[config.mk]
export PLATFORM = sky130hd
export DESIGN_NAME = hilo_ctrl
export DESIGN_NICKNAME = d
export VERILOG_FILES = /design/src/rtl/hilo_ctrl_pkg.sv /design/src/rtl/hilo_ctrl.sv
export SDC_FILE = /design/constraint.sdc
export NUM_CORES = 1
export LEC_CHECK = 0
export BUFFER_PORTS_ARGS = -buffer_cell sky130_fd_sc_hd__buf_2
export CAP_MARGIN = 20
export CORE_AREA = 2 2 99 101
export CTS_CLUSTER_DIAMETER = 100
export CTS_CLUSTER_SIZE = 16
export DETAILED_ROUTE_END_ITERATION = 8
export DIE_AREA = 0 0 101 103
export PLACE_DENSITY = 0.74
export RECOVER_POWER = 50
export SYNTH_ARGS = -nofsm -noshare
export SYNTH_HDL_FRONTEND = slang
export SYNTH_SLANG_ARGS = --single-unit
[constraint.sdc]
create_clock -name iCLK -period 1.2 [get_ports iCLK]
set_input_delay 0.24 -clock iCLK [delete_from_list [all_inputs] [get_ports iCLK]]
set_output_delay 0.24 -clock iCLK [all_outputs]
set_load 0.05 [all_outputs]
[src/rtl/hilo_ctrl_pkg.sv]
// Shared mult/div type and HI/LO operation codes used by the EX-stage HI/LO controller.
package hilo_ctrl_pkg;

    localparam logic [2:0] MDTYPE_NONE  = 3'b000;
    localparam logic [2:0] MDTYPE_MULT  = 3'b100;
    localparam logic [2:0] MDTYPE_MULTU = 3'b101;
    localparam logic [2:0] MDTYPE_DIV   = 3'b110;
    localparam logic [2:0] MDTYPE_DIVU  = 3'b111;

    localparam logic [2:0] HILO_OP_NONE = 3'b000;
    localparam logic [2:0] HILO_OP_MFHI = 3'b001;
    localparam logic [2:0] HILO_OP_MFLO = 3'b010;
    localparam logic [2:0] HILO_OP_MTHI = 3'b011;
    localparam logic [2:0] HILO_OP_MTLO = 3'b100;

    // True for the four codes that touch HI/LO; unused codes act as no-ops.
    function automatic logic isHiLoOp(input logic [2:0] op);
        case (op)
            HILO_OP_MFHI, HILO_OP_MFLO, HILO_OP_MTHI, HILO_OP_MTLO: isHiLoOp = 1'b1;
            default:                                                 isHiLoOp = 1'b0;
        endcase
    endfunction

endpackage

[src/rtl/hilo_ctrl.sv]
// HI/LO owner and mult/div issue controller sitting behind the iterative multdiv unit.
// Provides result capture, MF*/MT* service, the HI/LO interlock and a busy watchdog.
module hilo_ctrl
    import hilo_ctrl_pkg::*;
#(
    parameter int TIMEOUT = 40
) (
    input  logic        iCLK,
    input  logic        iReset,
    input  logic        iValid,
    input  logic        iKill,
    input  logic        iMemStall,
    input  logic [2:0]  iMDtype,
    input  logic [2:0]  iHiLoOp,
    input  logic [31:0] iRS,
    input  logic        iMDReady,
    input  logic [31:0] iMDHI,
    input  logic [31:0] iMDLO,
    output logic [2:0]  oMDtype,
    output logic        oMDHold,
    output logic [31:0] oResult,
    output logic        oStall,
    output logic        oError
);

    localparam int             CW      = $clog2(TIMEOUT + 1);
    localparam logic [CW-1:0]  WD_ONE  = CW'(1);
    localparam logic [CW-1:0]  WD_MAX  = {CW{1'b1}};
    localparam logic [CW-1:0]  WD_TRIP = CW'(TIMEOUT - 1);

    typedef enum logic {
        IDLE = 1'b0,
        BUSY = 1'b1
    } state_t;

    state_t         stateR, stateNextS;
    logic [31:0]    hiR, loR, hiNextS, loNextS;
    logic [CW-1:0]  wdCntR;
    logic           errorR;
    logic           actS, capS, mdReqS, hiloReqS, stallS, issueOkS, issueS, wdTickS;

    // Interlock, issue qualification and next-state selection.
    always_comb begin
        actS       = iValid & ~iKill;
        capS       = (stateR == BUSY) & iMDReady;
        mdReqS     = (iMDtype != MDTYPE_NONE);
        hiloReqS   = isHiLoOp(iHiLoOp);
        stallS     = actS & (stateR == BUSY) & ~iMDReady & (hiloReqS | mdReqS);
        issueOkS   = actS & ~stallS & ~iMemStall;
        issueS     = issueOkS & mdReqS;
        wdTickS    = (stateR == BUSY) & ~iMemStall;
        stateNextS = stateR;
        case (stateR)
            IDLE: begin
                if (issueS) stateNextS = BUSY;
                else        stateNextS = IDLE;
            end
            BUSY: begin
                if (issueS)     stateNextS = BUSY;
                else if (capS)  stateNextS = IDLE;
                else            stateNextS = BUSY;
            end
            default: stateNextS = IDLE;
        endcase
    end

    // HI/LO next values: an MT* write beats the captured multdiv result for its register.
    always_comb begin
        hiNextS = hiR;
        loNextS = loR;
        if (issueOkS && (iHiLoOp == HILO_OP_MTHI)) hiNextS = iRS;
        else if (capS)                             hiNextS = iMDHI;
        else                                       hiNextS = hiR;
        if (issueOkS && (iHiLoOp == HILO_OP_MTLO)) loNextS = iRS;
        else if (capS)                             loNextS = iMDLO;
        else                                       loNextS = loR;
    end

    // MF* read data, forwarding the multdiv result in the capture cycle.
    always_comb begin
        oResult = 32'h0000_0000;
        case (iHiLoOp)
            HILO_OP_MFHI: oResult = capS ? iMDHI : hiR;
            HILO_OP_MFLO: oResult = capS ? iMDLO : loR;
            default:      oResult = 32'h0000_0000;
        endcase
    end

    // Outputs toward multdiv and the pipeline.
    always_comb begin
        oMDtype = issueOkS ? iMDtype : MDTYPE_NONE;
        oMDHold = iMemStall;
        oStall  = stallS;
        oError  = errorR;
    end

    // State, HI/LO and watchdog registers.
    always_ff @(posedge iCLK) begin
        if (iReset) begin
            stateR <= IDLE;
            hiR    <= 32'h0000_0000;
            loR    <= 32'h0000_0000;
            wdCntR <= {CW{1'b0}};
            errorR <= 1'b0;
        end else begin
            stateR <= stateNextS;
            hiR    <= hiNextS;
            loR    <= loNextS;
            // A fresh issue restarts the count even when it replaces a finishing op.
            if (issueS)                          wdCntR <= {CW{1'b0}};
            else if (wdTickS && wdCntR != WD_MAX) wdCntR <= wdCntR + WD_ONE;
            else                                 wdCntR <= wdCntR;
            if (wdTickS && wdCntR == WD_TRIP)    errorR <= 1'b1;
            else                                 errorR <= errorR;
        end
    end

endmodule

# --- Word-level counts from Yosys, hierarchy flattened ---
# Cells that the tools add are included.
totals:
  register_bits: 72
  input_bits: 108
  output_inout_bits: 38
  word_cells: 45
op_classes:
  addsub: 1
  eq_ne: 6
  muxes: 11
  n_bitwise: 15
  reduce_logical: 7
op_table:
  columns: ["op", "count"]
  rows:
  - ["32-bit two-way mux", 4]
  - ["32-bit case mux with 2 select lines", 1]
  - ["1-bit bitwise AND", 9]
  - ["6-bit by 1-bit adder with 6-bit output (second input constant)", 1]
  - ["3-bit by 2-bit equality test with 1-bit output (second input constant)", 2]
  - ["6-bit equality test (second input constant)", 1]
  - ["6-bit != test (second input constant)", 1]
  - ["1-bit NOT", 5]
  - ["1-bit logical AND", 4]
  - ["1-bit two-way mux", 4]
  - ["4-bit OR reduction", 1]
  - ["3-bit by 1-bit equality test with 1-bit output (second input constant)", 1]
  - ["3-bit equality test (second input constant)", 1]
  - ["3-bit two-way mux", 1]
  - ["3-bit nonzero test", 1]
  - ["1-bit case mux with 2 select lines", 1]
  - ["2-bit OR reduction", 1]
  - ["1-bit bitwise OR", 1]

# --- Depth between registers and ports, before layout ---
# Gate-level depths: netlist of run 1.
depth:
  ltp_word: 11
  ltp_mapped: 6
  ltp_nobuf: 5

# --- Worst setup path before layout of run 1 ---
# Ideal clock, no wire load.
synth_path:
  kind: "input to output"
  from: "input port iHiLoOp[0]"
  to: "output port oStall"
  arrival_time_ns: 1.704
  required_ns: 0.960
  path_slack_ns: -0.744
  cell_stages: 4
  n_path_buf: 0
  cell_sequence: "nor2_1 xnor2_1 nor2_1 nor3_1"
synth_via:
  elab_chain_cells: 5
  elab_cells_between_ends: 8
  cone_classes: "eq/ne (4); mux (1); bitwise (2); reduce/logical (1)"
synth_rtl:
  columns: ["item", "line_no", "rtl"]
  rows:
  - ["start: declaration", "hilo_ctrl.sv:14", "input logic [2:0] iHiLoOp,"]
  - ["3-bit by 2-bit equality test with 1-bit output, or another cell as far along", "hilo_ctrl_pkg.sv:18", "case (op)"]
  - ["4-bit OR reduction *", "hilo_ctrl_pkg.sv:18", null]
  - ["1-bit two-way mux *", "hilo_ctrl_pkg.sv:18", null]
  - ["1-bit bitwise OR *", "hilo_ctrl.sv:48", "stallS = actS & (stateR == BUSY) & ~iMDReady & (hiloReqS | mdReqS);"]
  - ["1-bit bitwise AND *", "hilo_ctrl.sv:48", null]
  - ["end: declaration", "hilo_ctrl.sv:22", "output logic oStall,"]
# Every way passes the cells marked *; elsewhere a longest branch is shown, timed or not.

# --- Worst setup path in the final report of run 1 ---
layout_path:
  from: "register stateR"
  to: "output port oResult[30]"
layout_via:
  elab_chain_cells: 3
  elab_cells_between_ends: 4
  cone_classes: "mux (3); bitwise (1)"
layout_rtl:
  columns: ["item", "line_no", "rtl"]
  rows:
  - ["start: declaration", "hilo_ctrl.sv:36", "state_t stateR, stateNextS;"]
  - ["start signal: assignment", "hilo_ctrl.sv:106", "stateR <= stateNextS;"]
  - ["1-bit bitwise AND *", "hilo_ctrl.sv:45", "capS = (stateR == BUSY) & iMDReady;"]
  - ["32-bit two-way mux, on equally long branches", null, null]
  - ["32-bit case mux with 2 select lines *", "hilo_ctrl.sv:82", "case (iHiLoOp)"]
  - ["end: declaration", "hilo_ctrl.sv:21", "output logic [31:0] oResult,"]
# Marks and branches as above.

==> run summary, run 1 <==
drt via density -> 5.58
Die Height -> 103 µm
Startpoint Class -> flip-flop
Yosys cell types -> 36
clock power share -> 40.0%
Flop pwr share -> 38.8%
routability cong. -> 0.777
number of setup violations in the final report -> 108
register area -> 1450 µm²
mapped cell area -> 4010 µm²
sequential area share after synthesis -> 35.9%
Critical Path Sink -> oResult[30]
final worst-path cycle share -> 160%
FP Rows -> 36
final cell count without fillers -> 756
overall routing resource usage -> 29.4%
first drt pass iteration count -> 4
Hold Path Class -> input port to flip-flop
total negative slack -> -45680 ps
worst r2r src -> stateR
die area -> 10400 µm²
crit path kind -> flip-flop to output pin
most common cell after layout, fill and taps aside -> buf_2
Worst Setup End Kind -> output pin
worst-skew pair later-pin latency -> 360 ps
clk slew on worst S/H paths -> 90 ps
CTS tree -> built
worst-path maximum fanout -> 7
CTS sink cnt -> 72
I/O Buffers -> 145
# H-tree levels -> 3
fillers -> 426
via count -> 4220
initial antenna violation count -> 1
dpl cells -> 697
Psw -> 1.75 mW
DP Area -> 6430 µm²
RSZ-0062 raised after global routing -> true
Final min period -> 1920 ps
CP Data Required Time -> 960 ps
# DRC -> 0
GRT overflow -> 0
clk_skew -> 18.1 ps
first-pass GRT wire length -> 23000 µm
pre-CTS worst setup slack -> -513 ps
Pwr per Cell Area -> 784 nW/µm²
reg2reg setup slack -> -450 ps
relative slew slack -> 60.5%
DRT iter0 DRCs -> 106
root buf cell -> clkbuf_8
cells along the critical path -> nand2_8 > clkbuf_16 > mux2i_4 > o22ai_4 > buf_6
largest net degree at the start of global routing -> 33
smallest hold slack -> 192 ps
CP startpoint -> stateR
R2R Path End -> hiR[1]
Arr. time, crit path -> 1680 ps
Leak -> 3.06 nW
Area Growth Syn to Fin -> 104%
Syn Inst Count -> 382
post-route cell area -> 8210 µm²
worst setup margin -> -724 ps
slowest stage cell on the critical path -> dfxtp_4
commonest non-fill, non-tap cells in the layout -> buf_2 (106), buf_4 (84), dfxtp_1 (71), mux2i_4 (62), a211oi_2 (61)
clock buffer depth -> 2
count of state elements after synthesis -> 72
switch share -> 27.2%
HPWL after DPL -> 8710 µm
Pint -> 4.68 mW
Die W -> 101 µm
layout cells sized above 1 -> 81.6%
antenna viol nets, final -> 0
DRT Wirelength -> 16600 µm
area of the multi-input gates -> 3740 µm²
Initial Utilization -> 42.4%
Comb power frac -> 21.2%
violated checks -> setup timing
Syn. warnings -> 0
nets -> 746
Synth Area per Inst -> 10.5 µm²
Core ar. -> 9460 µm²
Max Fclk -> 520 MHz
# Max-Cap Violations -> 0
status -> complete, but fails checks
Final Max Slew Viols -> 0
reg2reg path depth -> 9
CP max stage delay -> 380 ps
final hold vios -> 0
CTS Buf Count -> 9
Peak VDD IR -> 0.000750 V
syn nets -> 491
Ant. Diodes -> 0
Routed wire per std cell -> 22.0 µm
vias in the first global route -> 4530
IO Count -> 146
actual slew at the worst max-slew pin -> 595 ps
power groups by stage:
stage,Combinational (mW),Sequential [mW],Clock [mW]
after global routing,1.42,2.50,2.68
after detailed placement,1.10,2.54,0
final,1.36,2.50,2.57
after global placement,1.08,2.53,0
after floorplan,0.625,2.53,0
after CTS,1.27,2.49,2.55
worst max-delay path: cells and delay by family, from the launching register on:
kind | cells | cell delay (ps)
compound gates | 1 | 110
buf+inv | 2 | 380
flops | 1 | 380
mux | 1 | 300
simple gates | 1 | 170
cells in the mapped netlist (all sizes together):
cell / n / share of area, %
and3: 3 / 0.47
a31oi: 1 / 0.16
dfxtp: 72 / 36
clkbuf: 9 / 0.84
or3b: 1 / 0.22
nor3: 4 / 0.50
and4bb: 2 / 0.62
nand3b: 1 / 0.19
or3: 1 / 0.16
nand2b: 2 / 0.50
nor3b: 1 / 0.31
xor2: 1 / 0.22
a41oi: 2 / 0.44
a21o: 1 / 0.19
buf: 25 / 6.0
nand2: 5 / 0.53
and4: 1 / 0.22
and2b: 1 / 0.19
and2: 4 / 0.62
o22ai: 32 / 5.0
xnor2: 1 / 0.22
a21oi: 2 / 0.25
nor2: 73 / 8.6
nand3: 5 / 0.94
mux2i: 64 / 16
a211oi: 66 / 20
ha: 1 / 0.31
o21ai: 1 / 0.12
cell families (layout without fill, tap and decap cells):
group | after synthesis | in the layout | share of synthesized area [%]
AOI/OAI and AO/OA | 105 | 105 | 26.5
DFF | 72 | 72 | 35.9
muxes | 64 | 64 | 16.0
and+or+nand+nor | 104 | 105 | 14.0
adders and majority gates | 1 | 1 | 0.312
xor gates and xnor gates | 2 | 2 | 0.436
buffers and inverters | 34 | 293 | 6.89
flip-flops by register name, indices dropped and copies added, names as in the netlist:
signal / cells
loR: 32
stateR: 1
oError: 1
wdCntR: 6
hiR: 32
metal layers:
layer | vias to the layer above | part of all wire (%) | track usage [%]
met5 | - | 0.11 | 0
met4 | 2 | 2.7 | 11.9
met3 | 41 | 4.1 | 8.20
met2 | 132 | 55 | 55.3
met1 | 2096 | 38 | 31.1
li1 | 1949 | - | -
per-stage QoR:
| step | utilization (%) | total power, mW |
|---|---|---|
| floorplan | - | 3.16 |
| global placement | 68.0 | 3.61 |
| detailed placement | 68.0 | 3.64 |
| CTS | 82.0 | 6.31 |
| global route | 86.7 | 6.60 |
| finish | 86.7 | 6.43 |
area by class of cell:
| type | instances | share of cell area [%] |
|---|---|---|
| clock buffers | 12 | 2.01 |
| clock inverters | 4 | 1.20 |
| multi-input cells | 277 | 45.6 |
| flip-flops and latches | 72 | 17.6 |
| well taps | 114 | 1.74 |
| repair buffers | 277 | 31.9 |
how the worst min path moves through the flow:
| stage | start | to | slack [ps] | depth (start not counted) |
|---|---|---|---|---|
| global placement | oError | oError | 460 | 2 |
| CTS | iRS[8] | loR[8] | 180 | 3 |
| finish | iRS[25] | loR[25] | 190 | 3 |
| global route | iRS[25] | loR[25] | 180 | 3 |
| floorplan | iMemStall | stateR | 420 | 3 |
| detailed placement | oError | oError | 460 | 2 |
what timing repair did:
item / in CTS / in global routing
gates resized for setup: 155 / 44
hold buffers: 0 / 0
cloned: 12 / 6
setup endpoints to repair: 109 / 108
setup buffers: 12 / 15
hold endpoints to repair: 0 / 0
pin swaps: 17 / 30
No activity file was read; power rests on OpenSTA's default activity.
==> run 2: changes to the inputs <==
Settings changed: CORE_AREA 2 2 99 101 to 2 2 98 100, DIE_AREA 0 0 101 103 to 0 0 100 102, PLACE_DENSITY 0.74 to 0.75, SLEW_MARGIN set to 20.
==> run summary, run 2 (synthesis results as in run 1) <==
Flop pwr share -> 40.1% (was 38.8%)
met2 WL -> 11500 µm (was 9210 µm)
post-route cell area -> 8500 µm² (was 8210 µm²)
CP Data Required Time -> 960 ps (about the same)
hold path depth -> 3 (unchanged)
Final Max Slew Viols -> 0 (unchanged)
Pwr per Cell Area -> 734 nW/µm² (was 784 nW/µm²)
status -> complete, but fails checks (unchanged)
antenna viol nets, final -> 0 (unchanged)
final hold vios -> 0 (unchanged)
die area -> 10200 µm² (was 10400 µm²)
FP Rows -> 35 (was 36)
Max Used Layer -> met4 (was met5)
largest net degree at the start of global routing -> 47 (was 33)
drt via density -> 6.11 (was 5.58)
routability cong. -> 0.755 (was 0.777)
Pint -> 4.33 mW (was 4.68 mW)
reg2reg path depth -> 11 (was 9)
DRT iter0 DRCs -> 191 (was 106)
initial antenna violation count -> 1 (unchanged)
smallest hold slack -> 208 ps (was 192 ps)
total negative slack -> -64500 ps (was -45680 ps)
switch share -> 30.6% (was 27.2%)
clk_skew -> 11.3 ps (was 18.1 ps)
number of setup violations in the final report -> 108 (unchanged)
CTS tree -> built (unchanged)
top flop regs -> hiR (32), loR (32), wdCntR (6) (unchanged)
dpl cells -> 707 (was 697)
Area Growth Syn to Fin -> 112% (was 104%)
final cell count without fillers -> 780 (was 756)
I/O Buffers -> 145 (unchanged)
Pwr Total -> 6.24 mW (was 6.43 mW)
HPWL after DPL -> 9040 µm (was 8710 µm)
Die W -> 100 µm (was 101 µm)
Peak VDD IR -> 0.000557 V (was 0.000750 V)
overall routing resource usage -> 35.8% (was 29.4%)
fillers -> 284 (was 426)
Hold Path Class -> input port to flip-flop (unchanged)
first drt pass iteration count -> 4 (unchanged)
# Max-Cap Violations -> 0 (unchanged)
root buf cell -> clkbuf_8 (unchanged)
# DRC -> 0 (unchanged)
Startpoint Class -> flip-flop (unchanged)
Arr. time, crit path -> 1780 ps (was 1680 ps)
Die Height -> 102 µm (was 103 µm)
relative slew slack -> 70.9% (was 60.5%)
vias in the first global route -> 5002 (was 4530)
crit path kind -> flip-flop to output pin (unchanged)
DP Area -> 6530 µm² (was 6430 µm²)
clock power share -> 35.8% (was 40.0%)
Routed wire per std cell -> 27.4 µm (was 22.0 µm)
actual slew at the worst max-slew pin -> 432 ps (was 595 ps)
Core ar. -> 9110 µm² (was 9460 µm²)
CTS sink cnt -> 72 (unchanged)
CTS Buf Count -> 9 (unchanged)
IO Count -> 146 (unchanged)
clock buffer depth -> 2 (unchanged)
met3 wire len -> 1430 µm (was 682 µm)
worst setup margin -> -824 ps (was -724 ps)
Initial Utilization -> 44.1% (was 42.4%)
commonest non-fill, non-tap cells in the layout -> buf_2 (109), buf_4 (103), dfxtp_1 (71), mux2i_4 (63), a211oi_2 (58) (was buf_2 (106), buf_4 (84), dfxtp_1 (71), mux2i_4 (62), a211oi_2 (61))
final worst-path cycle share -> 169% (was 160%)
# H-tree levels -> 3 (unchanged)
GRT overflow -> 0 (unchanged)
layout cells sized above 1 -> 84.5% (was 81.6%)
Comb power frac -> 24.1% (was 21.2%)
Max Fclk -> 494 MHz (was 520 MHz)
via count -> 4767 (was 4220)
Final min period -> 2020 ps (was 1920 ps)
violated checks -> setup timing (unchanged)
Worst Setup End Kind -> output pin (unchanged)
nets -> 770 (was 746)
DRT Wirelength -> 21400 µm (was 16600 µm)
# hold bufs at CTS -> 0 (unchanged)
WL met1 -> 7130 µm (was 6280 µm)
Leak -> 3.08 nW (was 3.06 nW)
worst-path maximum fanout -> 9 (was 7)
first-pass GRT wire length -> 27400 µm (was 23000 µm)
Psw -> 1.91 mW (was 1.75 mW)
most common cell after layout, fill and taps aside -> buf_2 (unchanged)
RSZ-0062 raised after global routing -> true (unchanged)
clk slew on worst S/H paths -> 90 ps (about the same)
worst-skew pair later-pin latency -> 350 ps (was 360 ps)
-- run 2: through the flow --
step                      setup WS, ps  utilization (%)
final                             -824             93.3
after global routing              -834             93.3
after CTS                         -749             90.4
after detailed placement          -501             71.7
after global placement            -474             71.7
after floorplan                   -318                -
-- run 2: layout make-up --
cell class              instances  area (µm²)  area share (%)
well taps                     111         139            1.63
clock buffers                   9         124            1.46
repair buffers                302        2690            31.7
clock inverters                 7        93.8            1.10
flip-flops and latches         72        1450            17.0
multi-input cells             276        4000            47.0
diodes                          3        7.51          0.0883
-- run 2: worst max-delay path, stage by stage (launching register included) --
cell and delay [ps]:
dfxtp_4 370, nand2_8 140, buf_4 160, buf_12 150
mux2i_4 330, o22ai_4 120, buf_6 160
-- run 2: routing by layer --
layer,global-route usage [%],vias up
met1,35.9,2328
met2,68.8,333
met4,21.0,0
met5,0,-
li1,-,1994
met3,6.84,112
-- run 2: power by group through the flow --
stage / sequential, mW / clock (mW) / combinational (mW)
detailed placement: 2.54 / 0 / 1.11
global placement: 2.54 / 0 / 1.09
CTS: 2.49 / 2.19 / 1.34
global route: 2.50 / 2.32 / 1.54
floorplan: 2.53 / 0 / 0.625
finish: 2.50 / 2.24 / 1.50
-- run 2: timing repair --
action / in CTS / in global routing
pin swaps: 71 / 41
endpoints found under the setup margin: 108 / 108
setup buffers: 29 / 28
gates cloned: 11 / 1
gates resized for setup: 218 / 58
-- run 2: path summary, 6_finish.rpt --
kind	startpoint	endpoint	slack, ps
max	stateR	oResult[20]	-820
min	iRS[8]	loR[8]	210
max reg2reg	stateR	hiR[31]	-740
min reg2reg	oError	oError	520
